File: src/rtl/calc_pkg.sv
// rtl/calc_pkg.sv - shared encodings and step-count helpers for the calculator core
//
// Purpose : op codes, FSM state codes, sequencer mode codes and the
//           per-operation iteration counts used by calc_core and
//           calc_seq_datapath.
// Ports   : none (package).
// Config  : CALC_FAST_MUL_EN - when defined, mul retires two multiplier
//           bits per step, so it needs half as many steps (rounded up).

package calc_pkg;

   typedef enum logic [1:0] {
      OP_ADD = 2'b00,
      OP_SUB = 2'b01,
      OP_MUL = 2'b10,
      OP_DIV = 2'b11
   } op_e;

   typedef enum logic [1:0] {
      ST_IDLE = 2'b00,
      ST_MUL  = 2'b01,
      ST_DIV  = 2'b10,
      ST_DONE = 2'b11
   } state_e;

   typedef enum logic {
      MODE_MUL = 1'b0,
      MODE_DIV = 1'b1
   } seq_mode_e;

   // Number of iterations the shared datapath spends on a multiply.
   function automatic int mul_steps(input int width);
`ifdef CALC_FAST_MUL_EN
      return (width + 1) / 2;
`else
      return width;
`endif
   endfunction

   // Restoring division always retires one quotient bit per step.
   function automatic int div_steps(input int width);
      return width;
   endfunction

endpackage

File: src/rtl/calc_seq_datapath.sv
// rtl/calc_seq_datapath.sv - iterative shift-add multiplier / restoring divider
//
// Purpose : one set of shift registers and one adder/subtractor serving
//           both mul (LSB-first shift-add) and div (MSB-first restoring).
// Ports   : clk, rst        clock, synchronous active-high reset
//           mode            MODE_MUL / MODE_DIV, captured on load
//           load            capture a, b and clear the step counter
//           step            perform one iteration
//           a, b            operands (a*b, or a/b)
//           result          value after the current step: product, or
//                           {remainder, quotient}; valid when last_step=1
//           last_step       this step is the final iteration
// Config  : CALC_FAST_MUL_EN - mul consumes two multiplier bits per step.

module calc_seq_datapath
   import calc_pkg::*;
#(
   parameter int WIDTH = 6
) (
   input  logic               clk,
   input  logic               rst,
   input  seq_mode_e          mode,
   input  logic               load,
   input  logic               step,
   input  logic [WIDTH-1:0]   a,
   input  logic [WIDTH-1:0]   b,
   output logic [2*WIDTH-1:0] result,
   output logic               last_step
);

   localparam int CW = $clog2(WIDTH + 1);
   localparam logic [CW-1:0] MUL_LAST = CW'(mul_steps(WIDTH) - 1);
   localparam logic [CW-1:0] DIV_LAST = CW'(div_steps(WIDTH) - 1);

   // hi  : product accumulator (mul) / partial remainder (div)
   // lo  : multiplier shifted right (mul) / dividend shifting into quotient (div)
   // opnd: multiplicand shifted left (mul) / divisor (div)
   logic [2*WIDTH-1:0] hi, hi_nx;
   logic [WIDTH-1:0]   lo, lo_nx;
   logic [2*WIDTH-1:0] opnd, opnd_nx;
   logic [CW-1:0]      cnt;
   seq_mode_e          mode_q;

   logic [WIDTH:0]     r_shift;
   logic [WIDTH:0]     divisor;
   logic [WIDTH:0]     rem_full;
   logic               ge;
   logic [2*WIDTH-1:0] pp0;
   logic [2*WIDTH-1:0] pp1;

   always_comb begin
      pp0      = '0;
      pp1      = '0;
      r_shift  = '0;
      divisor  = '0;
      rem_full = '0;
      ge       = 1'b0;
      hi_nx    = hi;
      lo_nx    = lo;
      opnd_nx  = opnd;
      if (mode_q == MODE_MUL) begin
         pp0 = lo[0] ? opnd : '0;
`ifdef CALC_FAST_MUL_EN
         // Second partial product chained onto the first in the same cycle.
         pp1     = lo[1] ? (opnd << 1) : '0;
         opnd_nx = opnd << 2;
         lo_nx   = lo >> 2;
`else
         opnd_nx = opnd << 1;
         lo_nx   = lo >> 1;
`endif
         hi_nx = hi + pp0 + pp1;
      end else begin
         // Bring down the next dividend bit, then subtract if it fits.
         r_shift  = {hi[WIDTH-1:0], lo[WIDTH-1]};
         divisor  = {1'b0, opnd[WIDTH-1:0]};
         ge       = (r_shift >= divisor);
         rem_full = ge ? (r_shift - divisor) : r_shift;
         hi_nx    = {{(WIDTH-1){1'b0}}, rem_full};
         lo_nx    = {lo[WIDTH-2:0], ge};
      end
   end

   assign result = (mode_q == MODE_DIV) ? {hi_nx[WIDTH-1:0], lo_nx} : hi_nx;

   assign last_step = step && (cnt == ((mode_q == MODE_DIV) ? DIV_LAST : MUL_LAST));

   always_ff @(posedge clk) begin
      if (rst) begin
         hi     <= '0;
         lo     <= '0;
         opnd   <= '0;
         cnt    <= '0;
         mode_q <= MODE_MUL;
      end else if (load) begin
         hi     <= '0;
         mode_q <= mode;
         cnt    <= '0;
         if (mode == MODE_DIV) begin
            lo   <= a;
            opnd <= {{WIDTH{1'b0}}, b};
         end else begin
            lo   <= b;
            opnd <= {{WIDTH{1'b0}}, a};
         end
      end else if (step) begin
         hi   <= hi_nx;
         lo   <= lo_nx;
         opnd <= opnd_nx;
         // Counter parks on the final step rather than wrapping.
         if (!last_step) begin
            cnt <= cnt + 1'b1;
         end
      end
   end

endmodule

File: src/rtl/calc_core.sv
// rtl/calc_core.sv - unsigned four-function calculator core with start/busy/done
//
// Purpose : add and sub resolve in one cycle; mul and div run on the shared
//           iterative datapath. Operands are captured at the accepted start.
// Ports   : clk, rst   clock, synchronous active-high reset
//           a, b       WIDTH-bit unsigned operands
//           op         00 add, 01 sub, 10 mul, 11 div
//           start      request; only accepted while idle
//           busy       operation in progress (cycle after accept .. done cycle)
//           done       one-cycle pulse, out/err valid from this cycle
//           out        2*WIDTH-bit result, held until the next done
//           err        add carry, sub negative, or divide by zero
// Config  : CALC_FAST_MUL_EN - two multiplier bits per mul step.

module calc_core
   import calc_pkg::*;
#(
   parameter int WIDTH = 6
) (
   input  logic               clk,
   input  logic               rst,
   input  logic [WIDTH-1:0]   a,
   input  logic [WIDTH-1:0]   b,
   input  logic [1:0]         op,
   input  logic               start,
   output logic               busy,
   output logic               done,
   output logic [2*WIDTH-1:0] out,
   output logic               err
);

   state_e             state;
   op_e                op_sel;
   logic               accept;
   logic               b_zero;
   logic [WIDTH:0]     sum;
   logic               dp_load;
   logic               dp_step;
   seq_mode_e          dp_mode;
   logic [2*WIDTH-1:0] dp_result;
   logic               dp_last;

   assign op_sel  = op_e'(op);
   assign accept  = (state == ST_IDLE) && start;
   assign b_zero  = (b == '0);
   assign sum     = {1'b0, a} + {1'b0, b};
   assign dp_mode = (op_sel == OP_DIV) ? MODE_DIV : MODE_MUL;
   assign dp_load = accept && ((op_sel == OP_MUL) || ((op_sel == OP_DIV) && !b_zero));
   assign dp_step = (state == ST_MUL) || (state == ST_DIV);

   calc_seq_datapath #(
      .WIDTH (WIDTH)
   ) u_seq (
      .clk       (clk),
      .rst       (rst),
      .mode      (dp_mode),
      .load      (dp_load),
      .step      (dp_step),
      .a         (a),
      .b         (b),
      .result    (dp_result),
      .last_step (dp_last)
   );

   always_ff @(posedge clk) begin
      if (rst) begin
         state <= ST_IDLE;
         busy  <= 1'b0;
         done  <= 1'b0;
         out   <= '0;
         err   <= 1'b0;
      end else begin
         case (state)
            ST_IDLE: begin
               done <= 1'b0;
               if (accept) begin
                  busy <= 1'b1;
                  case (op_sel)
                     OP_ADD: begin
                        out   <= {{(WIDTH-1){1'b0}}, sum};
                        err   <= sum[WIDTH];
                        done  <= 1'b1;
                        state <= ST_DONE;
                     end
                     OP_SUB: begin
                        // Negative differences report magnitude with err set.
                        if (a >= b) begin
                           out <= {{WIDTH{1'b0}}, a - b};
                           err <= 1'b0;
                        end else begin
                           out <= {{WIDTH{1'b0}}, b - a};
                           err <= 1'b1;
                        end
                        done  <= 1'b1;
                        state <= ST_DONE;
                     end
                     OP_MUL: begin
                        state <= ST_MUL;
                     end
                     default: begin
                        if (b_zero) begin
                           out   <= '0;
                           err   <= 1'b1;
                           done  <= 1'b1;
                           state <= ST_DONE;
                        end else begin
                           state <= ST_DIV;
                        end
                     end
                  endcase
               end
            end
            ST_MUL, ST_DIV: begin
               // Result is taken from the datapath's post-step value so it
               // lands on the same edge that enters DONE.
               if (dp_last) begin
                  out   <= dp_result;
                  err   <= 1'b0;
                  done  <= 1'b1;
                  state <= ST_DONE;
               end
            end
            default: begin
               done  <= 1'b0;
               busy  <= 1'b0;
               state <= ST_IDLE;
            end
         endcase
      end
   end

endmodule

File: config.mk
export PLATFORM = sky130hd
export DESIGN_NAME = calc_core
export DESIGN_NICKNAME = d
export VERILOG_FILES = /design/src/rtl/calc_pkg.sv /design/src/rtl/calc_seq_datapath.sv /design/src/rtl/calc_core.sv
export SDC_FILE = /design/constraint.sdc
export NUM_CORES = 1
export LEC_CHECK = 0
export ABC_AREA = 1
export CORE_UTILIZATION = 30
export DETAILED_ROUTE_END_ITERATION = 16
export PLACE_DENSITY_LB_ADDON = 0.1
export SLEW_MARGIN = 0
export SYNTH_ARGS = -nofsm -noshare
export SYNTH_HDL_FRONTEND = slang
export SYNTH_SLANG_ARGS = --single-unit
File: constraint.sdc
create_clock -name clk -period 2.1 [get_ports clk]
set_clock_uncertainty 0.05 [all_clocks]
set_input_delay 0.42 -clock clk [delete_from_list [all_inputs] [get_ports clk]]
set_output_delay 0.42 -clock clk [all_outputs]
set_load 0.02 [all_outputs]
=== After elaboration in Yosys (flattened, before gate mapping) ===
Index checks and enable logic that the tools add are counted.

* Register bits: 51
* Latch bits: 0
* RAM bits: 0
* Bits in read-only memories: 0
* Bits of input ports: 17
* Output and inout bits: 15
* Word-level logic and storage cells: 88
* Memories: 0

* Add/subtract/negate cells: 6
* Multipliers: 0
* Divide/modulo/power cells: 0
* Magnitude comparators: 2
* Equality and inequality tests: 11
* Shift operators: 0
* Mux-type cells: 37
* Bitwise gates (word level): 2
* Reductions and logical operators: 20

{| class="wikitable"
|+ Operator list
! kind !! count
|-
| $mux W12 || 9
|-
| $mux W6 || 6
|-
| $pmux W12 S3 || 1
|-
| $pmux W12 S2 || 1
|-
| $add A12 B12 Y12 || 1
|-
| $sub A6 B6 Y6 || 2
|-
| $mux W1 || 10
|-
| $ne A2 B2 Y1 const B || 4
|-
| $pmux W1 S2 || 4
|-
| $pmux W2 S2 || 2
|-
| $reduce_and A2 Y1 || 4
|-
| $add A6 B6 Y7 || 1
|-
| $ge A7 B6 Y1 || 1
|-
| $mux W7 || 1
|-
| $sub A7 B6 Y7 || 1
|-
| $eq A2 B2 Y1 const B || 3
|-
| $ge A6 B6 Y1 || 1
|-
| $logic_not A6 Y1 || 1
|-
| $reduce_or A2 Y1 || 3
|-
| $reduce_and A5 Y1 || 1
|-
| $eq A2 B1 Y1 const B || 2
|-
| $logic_and A1 B1 Y1 || 4
|-
| $logic_not A2 Y1 || 2
|-
| $mux W2 || 2
|-
| other kinds (8) || 11
|}

=== Logic depth before layout (Yosys ltp) ===
* Depth after elaboration: 7
* Gate-level depth with buffers: 16
* Depth with buffers taken out: 15

=== Hierarchy ===
Synthesis repeated with hierarchy kept, for this count alone.

* Cell total of the unflattened synthesis: 709
* Area total of the unflattened synthesis: 4483.0 µm²

{| class="wikitable"
|+ By module, submodules not included
! module !! times used !! cells each !! area each (µm²) !! seq. area each (µm²)
|-
| calc_seq_datapath || 1 || 450 || 2811.4 || 680.7
|-
| calc_core || 1 || 259 || 1671.6 || 340.3
|}

=== Least setup slack after synthesis ===
Ideal clock, no wire load.

* Kind: input to register
* Start point: in a[0]
* End point: reg out[4]
* Setup time: 0.071 ns
* Data arrival time: 1.886 ns
* Required time: 1.979 ns
* Path slack: 0.093 ns
* Stages: 15
* Buffers on the path: 0
* Path through: inv_1 ha_1 inv_1 fa_1 inv_1 nand2_1 nand2_1 nand2_1 nor2_4 inv_1 nand2_1 nand3_1 nand2_1 nand2_1 a21oi_1

* Word-level cells in the longest chain between the ends: 5
* Elaborated cells between the ends (all ways): 8
* Those cells by class: 3 x add/sub; 1 x order compare; 4 x mux

{| class="wikitable"
|+ Ends and longest elaborated chain
! item !! line !! text
|-
| start, declared || calc_core.sv:22 || <nowiki>input logic [WIDTH-1:0] a,</nowiki>
|-
| $sub A6 B6 Y6 (tied with other cells) || calc_core.sv:91 || <nowiki>out <= {{WIDTH{1'b0}}, b - a};</nowiki>
|-
| $mux W6 || calc_core.sv:87 || <nowiki>if (a >= b) begin</nowiki>
|-
| $pmux W12 S3 * || calc_core.sv:78 || <nowiki>case (op_sel)</nowiki>
|-
| $mux W12 * || calc_core.sv:76 || <nowiki>if (accept) begin</nowiki>
|-
| $pmux W12 S2 * || calc_core.sv:73 || <nowiki>case (state)</nowiki>
|-
| end signal, assigned || calc_core.sv:80 || <nowiki>out <= {{(WIDTH-1){1'b0}}, sum};</nowiki>
|-
| end signal, assigned || calc_core.sv:88 || <nowiki>out <= {{WIDTH{1'b0}}, a - b};</nowiki>
|-
| end signal, assigned || calc_core.sv:91 ||
|-
| end, declared || calc_core.sv:28 || <nowiki>output logic [2*WIDTH-1:0] out,</nowiki>
|}

Mark *: on every way between the ends. The rest lies on a longest branch, timed or not. The select of a mux whose other input is x is not followed.
A chain may end at the register's enable or synchronous reset.

=== Worst setup path in the final report ===
* Start point: in a[4]
* End point: reg out[6]

* Word-level cells in the longest chain between the ends: 4

{| class="wikitable"
|+ Ends and longest elaborated chain
! item !! line !! text
|-
| $add A6 B6 Y7 || calc_core.sv:46 || <nowiki>assign sum = {1'b0, a} + {1'b0, b};</nowiki>
|-
| $pmux W12 S3 || calc_core.sv:78 ||
|-
| $mux W12 || calc_core.sv:76 ||
|-
| $pmux W12 S2 || calc_core.sv:73 ||
|}

Every way passes these cells. The select of a mux whose other input is x is not followed.

==> key figures <==
Synth
  • Share of flip-flops with an asynchronous set or reset: 0
  • Synth cell types: 38
  • Synth top area share: 0.231
  • Number of synthesized flops with an enable pin: 0
  • Most instantiated cells after synthesis: 229 x nand2_1, 99 x inv_1, 53 x a21oi_1
  • Most numerous cell in the Yosys netlist: nand2_1
  • Largest area contributor in the netlist: dfxtp_1
  • Ys Warns: 0
  • Mapped Area: 0.00442 mm²
  • Sequential area share after synthesis: 0.231
  • Post-Syn Instances: 705
  • Largest cells by area after synthesis: dfxtp_1 23%, nand2_1 19%, ha_1 11%
  • Synth Flop Type: dfxtp_1
  • Synth Register Bits: 51
  • Syn_area_per_cell: 6.27 µm²
  • Syn nets: 766

Setup path
  • Most common cell on crit path: inv_1
  • Worst-path fanout max: 8
  • CP endpoint kind: register
  • Req. time, crit path: 2.28 ns
  • R2R cell count: 11
  • Worst Path Class, Setup: in -> reg
  • CP arrival: 2.23 ns
  • Delay of the slowest critical-path stage: 0.48 ns
  • Slowest CP cell: clkdlybuf4s50_1
  • Critical path, cell by cell: clkdlybuf4s50_1 > inv_1 > ha_4 > buf_4 > nor2_2 > inv_1 > o211ai_1 > nand2_1 > inv_1 > a21boi_1 > a21oi_2
  • Critical Path Start Type: primary input

Clocking
  • Clock H-tree levels: 2
  • Root buf cell: clkbuf_16
  • CTS tree: yes
  • Clk slew on worst S/H paths: 0.07 ns
  • Clk_lat worst skew: 0.29 ns
  • Cts hold-fix bufs: 0
  • Num CTS Buffers: 5
  • CTS Sinks: 51
  • Deepest clock path buffer count: 2

STA
  • Unrepaired setup endpoints after global routing: yes
  • Rel. slew slack: 0.629
  • Fin crit period: 2.05 ns
  • Period Utilization, post-route: 0.978
  • Final hold viol count: 0
  • Final-report setup violation count: 0
  • WHS: 0.421 ns
  • Fin Setup TNS: 0 ns
  • Slew Limit Fails: 0
  • Tightest Pin Transition: 0.556 ns
  • Fmax: 0.487 GHz

Placed design
  • Routability cong.: 0.868
  • Port bufs: 31
  • Cell Area, Placed: 0.00559 mm²
  • Hpwl dp: 11400 µm

Finish
  • Area of the multi-input gates: 0.00337 mm²
  • FILL cells: 1523
  • # diodes: 0
  • Proportion of layout cells with a drive suffix above 1: 0.293
  • Finished Cell Area: 0.00631 mm²
  • Final nets: 891
  • Area growth syn-to-layout: 42.8%
  • Seq. cell area: 0.00103 mm²
  • Utilization after layout: 0.436

Power and ir drop
  • Peak supply drop: 0.462 mV
  • PwrDens: 1060 mW/mm²
  • Leakage: 2.94 nW

Route
  • Drt initial violations: 304
  • Drt pass-1 iters: 4
  • DR WL/cell: 14.4 µm
  • Vias/cell: 4.80
  • Residual DRC: 0
  • Routed Wire Length: 14600 µm
  • DRT antenna net count: 0
  • DR vias: 4867

Floorplan
  • Top-level I/O count: 32
  • Die Y: 123 µm
  • Horiz. Die Dim: 123 µm
  • Core area: 0.0145 mm²
  • Initial core utilization: 0.305
  • Row Count: 44
  • DIE AREA: 0.0152 mm²

GRT
  • Vias in the first global route: 4752
  • Global-route wire length before repair: 23200 µm
  • Initial antenna violation count: 0
  • GRT Resource Usage Total: 0.196
  • Grt ovf: 0
  • Largest net degree at the start of global routing: 30

Worst hold path
  • Worst Hold Class: reg -> reg
  • Hold-critical path depth: 2

Job
  • Max-cap violations: 0

Outcome
  • Status: completed
==> per-stage QoR <==
step	total power [mW]	cells	setup WS, ns
after global routing	7.25	1014	-0.0256
after global placement	5.02	997	-0.561
after floorplan	3.70	705	0.0930
final	6.69	1014	0.0470
after detailed placement	5.04	997	-0.536
after CTS	5.94	1005	0.00547
==> critical path: cells and delay by family <==
family | cells | cell delay, ns
adder cells (fa/ha/maj) | 1 | 0.25
buffers and inverters | 5 | 0.83
AO/OA/AOI/OAI | 3 | 0.51
AND/OR/NAND/NOR | 2 | 0.21
==> layer usage <==
metal	track usage	vias to the layer above	part of all wire
met5	0	-	0
met4	0.0414	0	0.012
met2	0.343	72	0.49
li1	-	2516	-
met3	0.0189	16	0.023
met1	0.260	2263	0.48
==> what timing repair did <==
| item | in CTS | in global routing |
|---|---|---|
| gates resized for setup | 24 | 112 |
| cloned | 0 | 1 |
| pin swaps | 4 | 33 |
| endpoints found under the setup margin | 16 | 22 |
| buffers inserted | 1 | 8 |
==> state kept, by name (all words and copies together) (netlist names) <==
register,cells
u_seq.cnt,3
busy,1
u_seq.hi,12
u_seq.mode_q,1
state,2
u_seq.lo,6
err,1
out,12
done,1
u_seq.opnd,12
==> layout make-up <==
class	count	share of cell area
timing repair buffer	139	0.185
tap	184	0.0365
clock inverter	2	0.00218
inverter	102	0.0606
clock buffer	5	0.0198
sequential	51	0.163
multi-input combinational	531	0.533
==> final timing paths <==
check                           start             endpoint  slack (ns)
min reg2reg       out[2]$_SDFFE_PP0P_  out[2]$_SDFFE_PP0P_        0.42
min               out[2]$_SDFFE_PP0P_  out[2]$_SDFFE_PP0P_        0.42
max                              a[4]  out[6]$_SDFFE_PP0P_        0.05
max reg2reg  u_seq.lo[0]$_SDFFE_PP0P_  out[4]$_SDFFE_PP0P_        0.09
==> power breakdown <==
part	internal [mW]	leakage [nW]	switching [mW]
registers	1.19	0.417	0.219
logic	1.94	2.45	2.54
clock network	0.436	0.0696	0.369
total	3.57	2.94	3.12
==> layout by cell type, fill, tap and decap left out, drive strengths merged, types with 3 or more instances in the layout <==
cell and count:
fa 5, inv 102, nand3b 3, buf 108, dfxtp 51, xor2 8, nand4 12, dlymetal6s2s 7
clkdlybuf4s50 21, o21ai 37, or2 6, clkbuf 5, xnor2 3, a21oi 57, nand2 234, ha 39
nor2 43, o211ai 10, a31oi 15, nand3 52
==> kinds of logic after synthesis <==
logic type               share of synthesized area
AO/OA/AOI/OAI                                0.160
XOR/XNOR                                    0.0218
adder cells (fa/ha/maj)                      0.133
buffers and inverters                        0.113
flip-flops                                   0.231
AND/OR/NAND/NOR                              0.341
No activity file was read; power rests on OpenSTA's default activity.
